**src/rtl/imem_boot_loader_pkg.sv**
```systemverilog
// Shared definitions for the instruction-memory boot loader.
package imem_boot_loader_pkg;

  typedef enum logic [2:0] {
    IDLE,
    HDR0,
    HDR1,
    DATA,
    CSUM,
    DONE,
    ERR
  } state_t;

  // Frame layout: two count bytes, 4*N payload bytes, one checksum byte.
  localparam int unsigned HDR_LEN        = 2;
  localparam int unsigned CSUM_LEN       = 1;
  localparam int unsigned BYTES_PER_WORD = 4;

  localparam int unsigned DEFAULT_MAX_WORDS = 256;

endpackage

```
**src/rtl/imem_boot_loader_byte_word_packer.sv**
```systemverilog
// Packs a little-endian byte stream into 32-bit words.
// word/word_complete are combinational so the caller can register the
// write on the same edge that accepts the final byte of a word.
module imem_boot_loader_byte_word_packer
  import imem_boot_loader_pkg::*;
(
  input  logic        clk,
  input  logic        reset,
  input  logic        clear,
  input  logic        byte_en,
  input  logic [7:0]  byte_in,
  output logic [31:0] word,
  output logic        word_complete
);

  localparam logic [1:0] LAST_LANE = 2'(BYTES_PER_WORD - 1);

  logic [1:0]  lane;
  logic [23:0] asm_q;

  assign word_complete = byte_en && (lane == LAST_LANE);
  assign word          = {byte_in, asm_q};

  // Lane counter and lower three bytes of the word being assembled.
  always_ff @(posedge clk) begin
    if (reset || clear) begin
      lane  <= '0;
      asm_q <= '0;
    end else if (byte_en) begin
      unique case (lane)
        2'd0:    asm_q[7:0]   <= byte_in;
        2'd1:    asm_q[15:8]  <= byte_in;
        2'd2:    asm_q[23:16] <= byte_in;
        default: asm_q        <= asm_q;
      endcase
      lane <= lane + 2'd1;
    end
  end

endmodule

```
**src/rtl/imem_boot_loader.sv**
```systemverilog
// Framed byte-stream loader that writes the instruction memory and holds
// the core in reset until a complete image with a good checksum is loaded.
module imem_boot_loader
  import imem_boot_loader_pkg::*;
#(
  parameter int unsigned ADDR_WIDTH = 32,
  parameter int unsigned MAX_WORDS  = DEFAULT_MAX_WORDS
) (
  input  logic                  clk,
  input  logic                  reset,
  input  logic                  start,
  input  logic [7:0]            in_data,
  input  logic                  in_valid,
  output logic                  in_ready,
  output logic                  imem_we,
  output logic [ADDR_WIDTH-1:0] imem_addr,
  output logic [31:0]           imem_wdata,
  output logic                  core_reset,
  output logic                  busy,
  output logic                  done,
  output logic                  error
);

  localparam logic [15:0] MAX_W = MAX_WORDS[15:0];

  state_t      state;
  logic [15:0] count;
  logic [15:0] word_idx;
  logic [7:0]  csum;

  logic        xfer;
  logic        start_ok;
  logic        pack_en;
  logic [15:0] hdr_count;
  logic [31:0] packed_word;
  logic        word_complete;

  assign xfer      = in_valid && in_ready;
  assign start_ok  = start && ((state == IDLE) || (state == DONE) || (state == ERR));
  assign pack_en   = xfer && (state == DATA);
  assign hdr_count = {in_data, count[7:0]};

  imem_boot_loader_byte_word_packer u_byte_word_packer (
    .clk           (clk),
    .reset         (reset),
    .clear         (start_ok),
    .byte_en       (pack_en),
    .byte_in       (in_data),
    .word          (packed_word),
    .word_complete (word_complete)
  );

  // Frame FSM with registered outputs; reset takes priority over start.
  always_ff @(posedge clk) begin
    if (reset) begin
      state      <= IDLE;
      in_ready   <= 1'b0;
      imem_we    <= 1'b0;
      imem_addr  <= '0;
      imem_wdata <= '0;
      core_reset <= 1'b1;
      busy       <= 1'b0;
      done       <= 1'b0;
      error      <= 1'b0;
      count      <= '0;
      word_idx   <= '0;
      csum       <= '0;
    end else begin
      imem_we <= 1'b0;
      unique case (state)
        IDLE, DONE, ERR: begin
          if (start) begin
            state      <= HDR0;
            busy       <= 1'b1;
            in_ready   <= 1'b1;
            done       <= 1'b0;
            error      <= 1'b0;
            core_reset <= 1'b1;
            word_idx   <= '0;
            csum       <= '0;
          end
        end
        HDR0: begin
          if (xfer) begin
            count[7:0] <= in_data;
            state      <= HDR1;
          end
        end
        HDR1: begin
          if (xfer) begin
            count[15:8] <= in_data;
            if ((hdr_count == 16'd0) || (hdr_count > MAX_W)) begin
              state    <= ERR;
              busy     <= 1'b0;
              in_ready <= 1'b0;
              error    <= 1'b1;
            end else begin
              state <= DATA;
            end
          end
        end
        DATA: begin
          if (xfer) begin
            csum <= csum ^ in_data;
            if (word_complete) begin
              imem_we    <= 1'b1;
              imem_addr  <= ADDR_WIDTH'({word_idx, 2'b00});
              imem_wdata <= packed_word;
              word_idx   <= word_idx + 16'd1;
              if (word_idx == count - 16'd1) state <= CSUM;
            end
          end
        end
        CSUM: begin
          if (xfer) begin
            busy     <= 1'b0;
            in_ready <= 1'b0;
            if (in_data == csum) begin
              state      <= DONE;
              done       <= 1'b1;
              core_reset <= 1'b0;
            end else begin
              state <= ERR;
              error <= 1'b1;
            end
          end
        end
        default: state <= IDLE;
      endcase
    end
  end

endmodule

```
**config.mk**
```make
export PLATFORM = sky130hd
export DESIGN_NAME = imem_boot_loader
export DESIGN_NICKNAME = d
export VERILOG_FILES = /design/src/rtl/imem_boot_loader_pkg.sv /design/src/rtl/imem_boot_loader_byte_word_packer.sv /design/src/rtl/imem_boot_loader.sv
export SDC_FILE = /design/constraint.sdc
export NUM_CORES = 1
export LEC_CHECK = 0
export CAP_MARGIN = 20
export CORE_MARGIN = 10
export CORE_UTILIZATION = 50
export DETAILED_ROUTE_END_ITERATION = 16
export GPL_TIMING_DRIVEN = 0
export PLACE_DENSITY = 0.77
export SLEW_MARGIN = 20
export SYNTH_ARGS = -nofsm -noshare
export SYNTH_HDL_FRONTEND = slang
export SYNTH_HIERARCHICAL = 1
export SYNTH_SLANG_ARGS = --single-unit
```
**constraint.sdc**
```tcl
create_clock -name clk -period 3.1 [get_ports clk]
set_input_delay 0.62 -clock clk [delete_from_list [all_inputs] [get_ports clk]]
set_output_delay 0.62 -clock clk [all_outputs]
set_load 0.01 [all_outputs]
```
Word-level counts from Yosys, hierarchy flattened
Index checks and enable logic that the tools add are counted.
- shifts and indexed selects: 0
- $add $sub $neg: 3
- multiply operators: 0
- divide/modulo/power cells: 0
- magnitude comparators: 1
- multiplexer cells: 35
- reduce and logical (&&, ||, !) cells: 28
- equality and inequality tests: 21
- bitwise logic cells: 3
- operator list (cell ; count):
    16-bit two-way mux ; 3
    16-bit case mux with 2 select lines ; 1
    3-bit two-way mux ; 8
    16-bit by 1-bit adder with 16-bit output, second input constant ; 1
    16-bit equality test ; 1
    16-bit by 9-bit > comparator with 1-bit output, second input constant ; 1
    16-bit logical NOT ; 1
    8-bit two-way mux ; 2
    2-bit != test, second input constant ; 8
    8-bit case mux with 2 select lines ; 1
    16-bit by 1-bit subtractor with 16-bit output, second input constant ; 1
    3-bit case mux with 5 select lines ; 1
    1-bit two-way mux ; 14
    2-bit AND reduction ; 5
    3-bit equality test, second input constant ; 3
    8-bit equality test ; 1
    4-bit AND reduction ; 2
    8-bit bitwise XOR ; 1
    7-bit AND reduction ; 1
    3-bit by 2-bit equality test with 1-bit output, second input constant ; 2
    1-bit case mux with 3 select lines ; 2
    3-bit AND reduction ; 2
    6-bit AND reduction ; 1
    3-bit OR reduction ; 2
    other kinds (15) ; 26
- bits in latches: 0
- memories: 0
- RAM bits: 0
- bits in registers: 122
- memory bits (read-only): 0
- output and inout bits: 70

Longest topological paths before layout
- word-level depth: 6
- gate-level depth with buffers: 13
- gate-level depth less buffers: 9

Hierarchy
Netlist, hierarchy kept.
- modules (own cells, without submodules) (module ; sequential area each (um^2) ; area an instance (um^2) ; cells each ; instances):
    imem_boot_loader ; 1921.8 ; 4655.7 ; 581 ; 1
    imem_boot_loader_byte_word_packer ; 520.5 ; 1390.1 ; 133 ; 1

Worst setup path after synthesis
Ideal clock, no wire load.
- path type: input -> register
- start: input port in_valid
- end: register state[2]
- stages: 12
- setup time: 0.121 ns
- arrival: 2.843 ns
- path slack: 0.136 ns
- cell sequence: nand2_1 -> nor2_1 -> clkbuf_1 -> buf_6 -> buf_2 -> and2_1 -> o211ai_1 -> a211oi_1 -> nand4_1 -> nor4_2 -> nand2_1 -> mux2_4
- cells in the longest elaborated chain, start to end: 5
- elaborated cells between the ends (all ways): 9
- ends and longest elaborated chain (item ; line ; RTL):
    start, declared ; imem_boot_loader.sv:13 ; input logic in_valid,
    1-bit logical AND ; imem_boot_loader.sv:38 ; assign xfer = in_valid && in_ready;
    1-bit logical AND ; imem_boot_loader.sv:40 ; assign pack_en = xfer && (state == DATA);
    named net pack_en ; imem_boot_loader.sv:33 ; logic pack_en;
    1-bit logical AND ; imem_boot_loader_byte_word_packer.sv:21 ; assign word_complete = byte_en && (lane == LAST_LANE);
    named net word_complete ; imem_boot_loader.sv:36 ; logic word_complete;
    2-bit by 1-bit != test with 1-bit output (no line) ; n/a ;
    7-bit AND reduction (no line) ; n/a ;
    end signal, assigned ; imem_boot_loader.sv:56 ; state <= IDLE;
    end signal, assigned ; imem_boot_loader.sv:73 ; state <= HDR0;
    end signal, assigned ; imem_boot_loader.sv:86 ; state <= HDR1;
    end, declared ; imem_boot_loader.sv:26 ; state_t state;
The timed path passes the listed nets, and every way through them passes these cells.
A chain may end at the register's enable or synchronous reset.

Worst setup path in the final report
- start: register state[1]
- end: register state[2]
- cells in the longest elaborated chain, start to end: 5
- elaborated cells between the ends (all ways): 19
- ends and longest elaborated chain (item ; line):
    3-bit by 2-bit equality test with 1-bit output ; imem_boot_loader.sv:40
    1-bit logical AND ; imem_boot_loader.sv:40
    named net pack_en ; imem_boot_loader.sv:33
    1-bit logical AND ; imem_boot_loader_byte_word_packer.sv:21
    named net word_complete ; imem_boot_loader.sv:36
    2-bit by 1-bit != test with 1-bit output (no line) ; n/a
    7-bit AND reduction (no line) ; n/a
The timed path passes the listed nets, and every way through them passes these cells.

==> metrics.txt <==
Placer Congestion 0.868; Buffers on Ports 65; final setup vio count 0; maxcap violations 0; Synth top area share 40.4%; fin util 63.3%; final net count 831; Pwr Density 597 nW/um^2; Lkg Pwr 2.72 nW; drt pass-1 iters 4; Crit path arrival time 3.28 ns; Mapped Cells 714; crit end category flip-flop; crit path max fanout 15; Finished Layout Cells 971; top_reg_cell synth dfxtp_1; depth of the CTS H-tree 4; Synth cell types 59; # fillers 1024; clock tree buffer depth 2; Global Route Usage Sum 19.5%; pre-CTS WS -1.18 ns; measured slew at the worst slew-check pin 0.847 ns; fin crit share 96.0%; worst relative slew slack 43.3%; CTS Buf Count 17; synth warn 6; crit path launch type flip-flop; antenna cells 0; register bit count reported by yosys 122; Post-synth EDFFs 0; Area contributors post-synth dfxtp_1, nand2_1, a21oi_1; register clock-pin slew on the reported worst setup and hold paths 0.05 ns; initial antenna violation count 0; Syn-to-layout area delta 24.8%; unrepaired setup endpoints after global routing no; # clock sinks 122; via count 5371; multi-input logic area 3140 um^2; syn avg cell area 8.47 um^2; io pins 82; setup tns final 0 ns; status finished clean; share of layout cells above drive strength 1 15.9%; Root Buffer clkbuf_16; Die ar. 16900 um^2; synthesized cell area 6050 um^2; Final WS setup 0.124 ns; site row count 40; VDD IR max 0.000287 V; Critical Path RT 3.41 ns; FFs w/ async S/R, synth 0%; Starting Density 50.8%; Hold Path Class reg2reg; First DRT Iteration DRCs 413; Max Fclk 0.336 GHz; hpwl dp 11500 um; Die Span X 130 um; Skew-Pair Late Insertion Delay 0.42 ns; WHS 0.451 ns; vias in the first global route 5190; number of max-slew violations in the final report 0; final setup skew 0.0122 ns; die height 130 um; Routed Antenna Nets 0; final wirelength 16200 um; CTS tree done; WL/cell 16.7 um; Synth area leader dfxtp_1; placed cells 941; Register Area 2440 um^2; Core Footprint 11900 um^2; CP Class reg2reg; first-pass GRT wire length 26400 um; post-DR vias/cell 5.53; Overflow after GRT 0; post-synthesis sequential area ratio 40.4%; largest net degree at the start of global routing 17; final hold viol count 0; # DRC 0; Final min period 2.98 ns
kinds of logic after synthesis:
kind of cell	synth area share [%]
and+or+nand+nor	21.1
AOI/OAI and AO/OA	17.8
DFF	40.4
buffers and inverters	9.09
xor gates and xnor gates	6.54
muxes	3.56
adders and majority gates	1.45
other	0.0620
worst max-delay path, stage by stage, from the launching register on:
cell and delay, ns:
dfxtp_1 0.30, clkbuf_1 0.27, nand3b_1 0.23, nor2_4 0.20
clkbuf_8 0.19, buf_6 0.18, and2_4 0.19, o211ai_1 0.12
a211oi_2 0.25, nand4_1 0.17, nor4_4 0.32, nand2_1 0.12
mux2_4 0.32
area by class of cell:
class | count | area share [%]
sequential | 122 | 32.4
multi-input combinational | 519 | 41.6
clock inverter | 8 | 1.26
buffer | 75 | 6.77
timing repair buffer | 66 | 8.76
clock buffer | 23 | 6.20
inverter | 11 | 0.547
tap | 147 | 2.44
synthesized netlist by cell type (4+ instances only):
cell type,number
nand2b_1,6
a21oi_1,69
nand4_1,10
a21oi_2,18
o22ai_1,4
nand3b_1,10
nor3_1,6
ha_1,7
a21bo_2,24
xnor2_1,22
inv_1,11
a311oi_1,4
nand3_1,31
o21ai_0,13
nor2_1,63
nand2_1,121
mux2i_1,20
nor4_1,4
dfxtp_1,122
xor2_1,18
clkbuf_1,32
and3_1,6
buf_6,13
buf_4,27
path summary, 6_finish.rpt:
check	start	end	slack (ns)	depth (start not counted)
worst min register to register	u_byte_word_packer/asm_q[17]	imem_wdata[17]	0.45	2
worst max-delay path	state[1]	state[2]	0.12	12
worst min-delay path	u_byte_word_packer/asm_q[17]	imem_wdata[17]	0.45	2
worst max register to register	state[1]	state[2]	0.12	12
registers in the layout, indices dropped and copies added (netlist names):
signal                    flops
u_byte_word_packer/asm_q     24
core_reset                    1
state                         3
u_byte_word_packer/lane       2
imem_addr                    16
done                          1
error                         1
word_idx                     16
csum                          8
count                        16
imem_wdata                   32
imem_we                       1
busy                          1
through the flow:
stage                     power, W  area (um^2)
after global placement     0.00257         6940
final                      0.00450         7540
after CTS                  0.00450         7530
after global routing       0.00469         7540
after detailed placement   0.00260         6940
after floorplan            0.00236         6100
layer usage:
| metal | up-vias | global-route usage, % | share of wire [%] |
|---|---|---|---|
| li1 | 2584 | - | - |
| met3 | 41 | 5.44 | 7.8 |
| met2 | 194 | 30.6 | 46 |
| met4 | 0 | 8.47 | 2.5 |
| met5 | - | 0 | 0 |
| met1 | 2552 | 24.7 | 44 |
cell usage in the layout (no fill, tap or decap), drive strengths merged, types with 10 or more instances in the layout:
cell,synthesis,final
a21bo,24,24
a21oi,87,87
buf,44,44
clkbuf,33,55
clkdlybuf4s50,0,64
conb,1,16
dfxtp,122,122
inv,11,11
mux2i,20,20
nand2,121,121
nand3,31,31
nand3b,10,10
nand4,10,10
nor2,63,63
o21ai,14,14
xnor2,22,22
xor2,18,18
where the power goes:
part | leakage [nW] | switching (W) | internal, W | total (W)
sequential | 0.983 | 0.0000554 | 0.00161 | 0.00167
clock | 0.273 | 0.000681 | 0.00121 | 0.00189
combinational | 1.46 | 0.000569 | 0.000368 | 0.000937
total | 2.72 | 0.00131 | 0.00319 | 0.00450
timing repair:
item,in CTS,in global routing
hold buffers,0,0
resized for setup,9,4
pin swaps,1,2
buffers inserted,0,1
endpoints found under the setup margin,64,28
Note: power is estimated with default switching activity, not from simulation.
==> RTL edit 1, RTL diff (config.mk and constraints unchanged) <==
Encoding of `state_t`: now one-hot (7 bits for 7 states).
--- a/src/rtl/imem_boot_loader_pkg.sv
+++ b/src/rtl/imem_boot_loader_pkg.sv
@@ -1,14 +1,14 @@
 // Shared definitions for the instruction-memory boot loader.
 package imem_boot_loader_pkg;
 
-  typedef enum logic [2:0] {
-    IDLE,
-    HDR0,
-    HDR1,
-    DATA,
-    CSUM,
-    DONE,
-    ERR
+  typedef enum logic [6:0] {
+    IDLE = 7'b0000001,
+    HDR0 = 7'b0000010,
+    HDR1 = 7'b0000100,
+    DATA = 7'b0001000,
+    CSUM = 7'b0010000,
+    DONE = 7'b0100000,
+    ERR  = 7'b1000000
   } state_t;
 
   // Frame layout: two count bytes, 4*N payload bytes, one checksum byte.
Behaviour: no difference found for any inputs over 10 cycles, from zero or initial values and one cycle with reset high; not proved beyond that.
==> RTL edit 1 against the unedited design <==
  * Routed wire length up 5.6%
  * Die area rose by 1.3%
  * Maximum frequency is 0.73% lower
  * Sequential cell count up 4
  * Via count is 4.0% higher
  * Cell area increased by 2.0%
  * Area after synthesis is 1.5% higher
  * Highest routed layer unchanged
  * Critical path type unchanged
  * Clock skew down 5.4 ps
  * First-iteration DRC count up 5.3%
  * Worst setup slack worse by 22 ps
Power is not compared: it rests on default switching activity, and its combinational part moved more than twofold at a synthesized area within 25%.
==> RTL edit 1: results (changes against the unedited design) <==
stage,metric,value,unit,change
outcome,status,"finished, final reports clean",,
detailed_routing,firstDrtPassIters,5,,+1
worst_setup_path,r2r-start,state[5],,
final_layout,buffer_area_share,15.3,%,-0.20 points
clock_tree,clkSlewWorstSetupHoldPaths,50,ps,about the same
final_layout,buffers,144,,+2.1%
timing,relSlewSlack,48.2,%,+5.0 points
timing,whs,445,ps,-6.29 ps
min_path,min_from,u_byte_word_packer/asm_q[8],,
clock_tree,post_cts_resized,12,,+3
worst_setup_path,r2r_slack,100,ps,-20 ps
global_routing,grtUsageTotal,20.3,%,+0.77 points
worst_setup_path,worstPathMaxFanout,5,,-10
final_layout,fillerInstances,1029,,+0.49%
placed_design,place_congestion,0.925,,+6.6%
clock_tree,cts_setup_buffers,3,,+3
global_routing,antenna_found_initial,0,,unchanged
min_path,min_to,imem_wdata[8],,
logic_synthesis,synth_seq_area_share,41.1,%,+0.70 points
final_layout,finalNetCount,857,,+3.1%
clock_tree,cts.sinks,126,,+3.3%
final_layout,multi_input_area_share,41.7,%,+0.072 points
worst_setup_path,r2r-end,word_idx[14],,
worst_setup_path,arrival,3350,ps,+70 ps
global_routing,grtUsageMet2,33.1,%,+2.5 points
final_layout,seq_share,32.8,%,+0.45 points
worst_setup_path,critPathSlowestCell,or3_4,,
detailed_routing,wl_per_cell,17.2,um,+2.9%
global_routing,grt_pass1_vias,5477,,+5.5%
worst_setup_path,reg2reg_depth,12,,unchanged
detailed_routing,vias_per_cell,5.60,,+1.3%
global_routing,grtUsageMet1,24.2,%,-0.54 points
final_layout,clk_share,7.16,%,-0.31 points
clock_tree,clk_latency,420,ps,about the same
logic_synthesis,synth_common_cells,"dfxtp_1 (126), nand2_1 (117), a21oi_1 (74)",,
global_routing,grt_pass1_wl,27.2,mm,+3.0%
final_layout,inv_count,12,,+1
final_layout,nClkBuffers,24,,+4.3%
placed_design,port_buffers,65,,unchanged
final_layout,drive_gt1_share,15.4,%,-0.49 points
clock_tree,htree_num_levels,4,,unchanged
final_layout,diodes,0,,unchanged
placed_design,dp_hpwl,12.2,mm,+6.6%
logic_synthesis,ys_types,52,,-12%
final_layout,nMultiInputCombCells,537,,+3.5%
clock_tree,root_buffer,clkbuf_16,,
worst_setup_path,slowest_delay,440,ps,+120 ps
logic_synthesis,synth_top_cells_by_area,"dfxtp_1 (41%), nand2_1 (7.2%), a21oi_1 (6.0%), a21bo_2 (3.9%), nor2_1 (3.5%)",,
timing,fin_skew,6.74,ps,-5.42 ps
detailed_routing,drt-initial-drc-count,435,,+5.3%
global_routing,grt_use_met3,7.61,%,+2.2 points
RTL edit 1: cell count changes after synthesis, sizes merged, moves of 5 or more:
| cell | delta |
|---|---|
| a21oi | +5 |
| and2 | +5 |
| nand3 | +5 |
| nor2 | -5 |
| or3 | +8 |
| or4 | +5 |
RTL edit 1: through the flow:
stage                     instances  setup WS, ps  cell area (um^2)
final                           997           103              7690
after global routing            997         -44.8              7690
after CTS                       995          56.8              7650
after detailed placement        963         -1090              7050
after global placement          963         -1030              7050
after floorplan                 751          5.92              6220
RTL edit 1: power breakdown:
group / leakage [uW] / switching [uW] / internal [uW]
Sequential: 0.00102 / 7.20 / 1630
Clock: 0.000272 / 695 / 1190
Combinational: 0.00146 / 129 / 80.5
RTL edit 1: worst max path at each step:
stage	slack, ps	depth (start not counted)	start	endpoint
2_1_floorplan	6	14	state[5]	word_idx[14]
3_3_place_gp	-1030	14	in_valid	word_idx[15]
3_5_place_dp	-1090	13	in_valid	word_idx[14]
4_1_cts	60	12	state[6]	word_idx[14]
5_1_grt	-40	12	state[5]	word_idx[14]
6_report	100	12	state[5]	word_idx[14]
RTL edit 1: cell families (layout without fill, tap and decap cells):
family / Yosys count / after routing / synth area share, %
AO/OA/AOI/OAI: 164 / 164 / 17.9
XOR/XNOR: 37 / 37 / 5.28
adder cells (fa/ha/maj): 7 / 7 / 1.43
buffers and inverters: 88 / 187 / 8.70
flip-flops: 126 / 126 / 41.1
multiplexers: 17 / 17 / 2.77
other: 1 / 16 / 0.0611
AND/OR/NAND/NOR: 296 / 296 / 22.7
RTL edit 1: layer usage:
metal	part of all wire (%)	routed length, um
met5	0	0
met4	1.5	257
met3	7.1	1220
met2	47	8120
met1	44	7510
==> RTL edit 2, RTL diff (config.mk and constraints unchanged) <==
Made on the original files. The parameter `ADDR_WIDTH` goes from 32 to 16.
--- a/src/rtl/imem_boot_loader.sv
+++ b/src/rtl/imem_boot_loader.sv
@@ -3,7 +3,7 @@
 module imem_boot_loader
   import imem_boot_loader_pkg::*;
 #(
-  parameter int unsigned ADDR_WIDTH = 32,
+  parameter int unsigned ADDR_WIDTH = 16,
   parameter int unsigned MAX_WORDS  = DEFAULT_MAX_WORDS
 ) (
   input  logic                  clk,
Interface: changed (resized imem_addr); port bits go from 82 to 66. The function was not compared with the original's and may differ.
==> RTL edit 2 against the unedited design <==
  * First-iteration DRC count is 5.8% lower
  * Die area is 0.44% lower
  * Power down 6.5%
  * Sequential cell count is 2 lower
  * Sequential power decreased by 4%
  * Register-to-register slack improved by 160 ps
  * Routed wire length increased by 4.0%
  * Area after synthesis shrank 0.52%
  * Cell area fell by 1.4%
  * Clock skew shrank 4.7 ps
  * Count of clock-buffer cells in the layout increased by 2
  * Via count rose by 2.1%
  * Worst setup slack gained 100 ps
==> RTL edit 2: results (changes against the unedited design) <==
stage,metric,value,unit,change
final_layout,multi_input_area,3200,um^2,+2.0%
detailed_routing,wl_met2,7.97,mm,+7.7%
placed_design,placedCellCount,926,,-1.6%
worst_setup_path,r2r-start,state[2],,
worst_setup_path,slowest_delay,540,ps,+220 ps
detailed_routing,vias_per_cell,5.73,,+3.6%
placed_design,post-place-ws,-750,ps,+429 ps
logic_synthesis,synth_top_cells_by_area,"dfxtp_1 (40%), nand2_1 (7.2%), a21oi_1 (6.0%), a21bo_2 (4.0%), nor2_1 (3.5%)",,
logic_synthesis,ys_types,67,,+14%
logic_synthesis,synth_seq_area_share,39.9,%,-0.46 points
worst_setup_path,crit_type,in2reg,,
detailed_routing,drt-initial-drc-count,389,,-5.8%
placed_design,dp_hpwl,11.9,mm,+4.0%
global_routing,grt_pass1_vias,5359,,+3.3%
global_routing,grt_pass1_wl,26.6,mm,+0.94%
power_and_ir_drop,cellLeakagePower,0.00264,uW,-2.9%
worst_setup_path,r2r_slack,280,ps,+160 ps
global_routing,grtUsageMet2,32.4,%,+1.9 points
timing,fin_skew,7.49,ps,-4.68 ps
placed_design,port_buffers,62,,-4.6%
global_routing,grtUsageTotal,20.0,%,+0.43 points
detailed_routing,m1WireLength,7.26,mm,+1.9%
timing,whs,447,ps,-4.16 ps
detailed_routing,wl_met3,1.19,mm,-5.9%
global_routing,grt_use_met3,4.93,%,-0.50 points
min_path,min_to,imem_wdata[22],,
detailed_routing,firstDrtPassIters,5,,+1
outcome,status,"finished, final reports clean",,
global_routing,grtUsageMet1,24.3,%,-0.42 points
worst_setup_path,r2r-end,state[1],,
worst_setup_path,critPathSlowestCell,clkdlybuf4s50_1,,
logic_synthesis,synth_common_cells,"dfxtp_1 (120), nand2_1 (116), a21oi_1 (72)",,
RTL edit 2: cell count changes after synthesis, moves of 7 or more:
cell / before / now
nor2b_1: 3 / 12
nor2_1: 63 / 56
o21ai_0: 13 / 22
buf_4: 27 / 11
clkbuf_1: 32 / 25
RTL edit 2: final cells by class:
cell class,instances,share of cell area (%)
Clock buffer,25,6.66
Inverter,12,0.606
Timing Repair Buffer,62,8.34
Sequential cell,120,32.3
Buffer,62,5.37
Clock inverter,7,1.23
Multi-Input combinational cell,526,43.1
Tap cell,143,2.41
RTL edit 2: cell families after synthesis:
group	count (synthesis)	share of synthesized area (%)
simple gates	291	23.1
compound gates	170	19.3
flops	120	39.9
buf+inv	75	7.39
xor+xnor	40	6.05
mux	16	2.66
fa+ha+maj	7	1.46
other cells	1	0.0623
RTL edit 2: power groups by stage:
stage               clock network, uW  logic (uW)  registers, uW
finish                           1950         654           1610
floorplan                           0         445           1630
global route                     2040         715           1610
detailed placement                  0         622           1640
CTS                              1970         645           1610
global placement                    0         604           1640
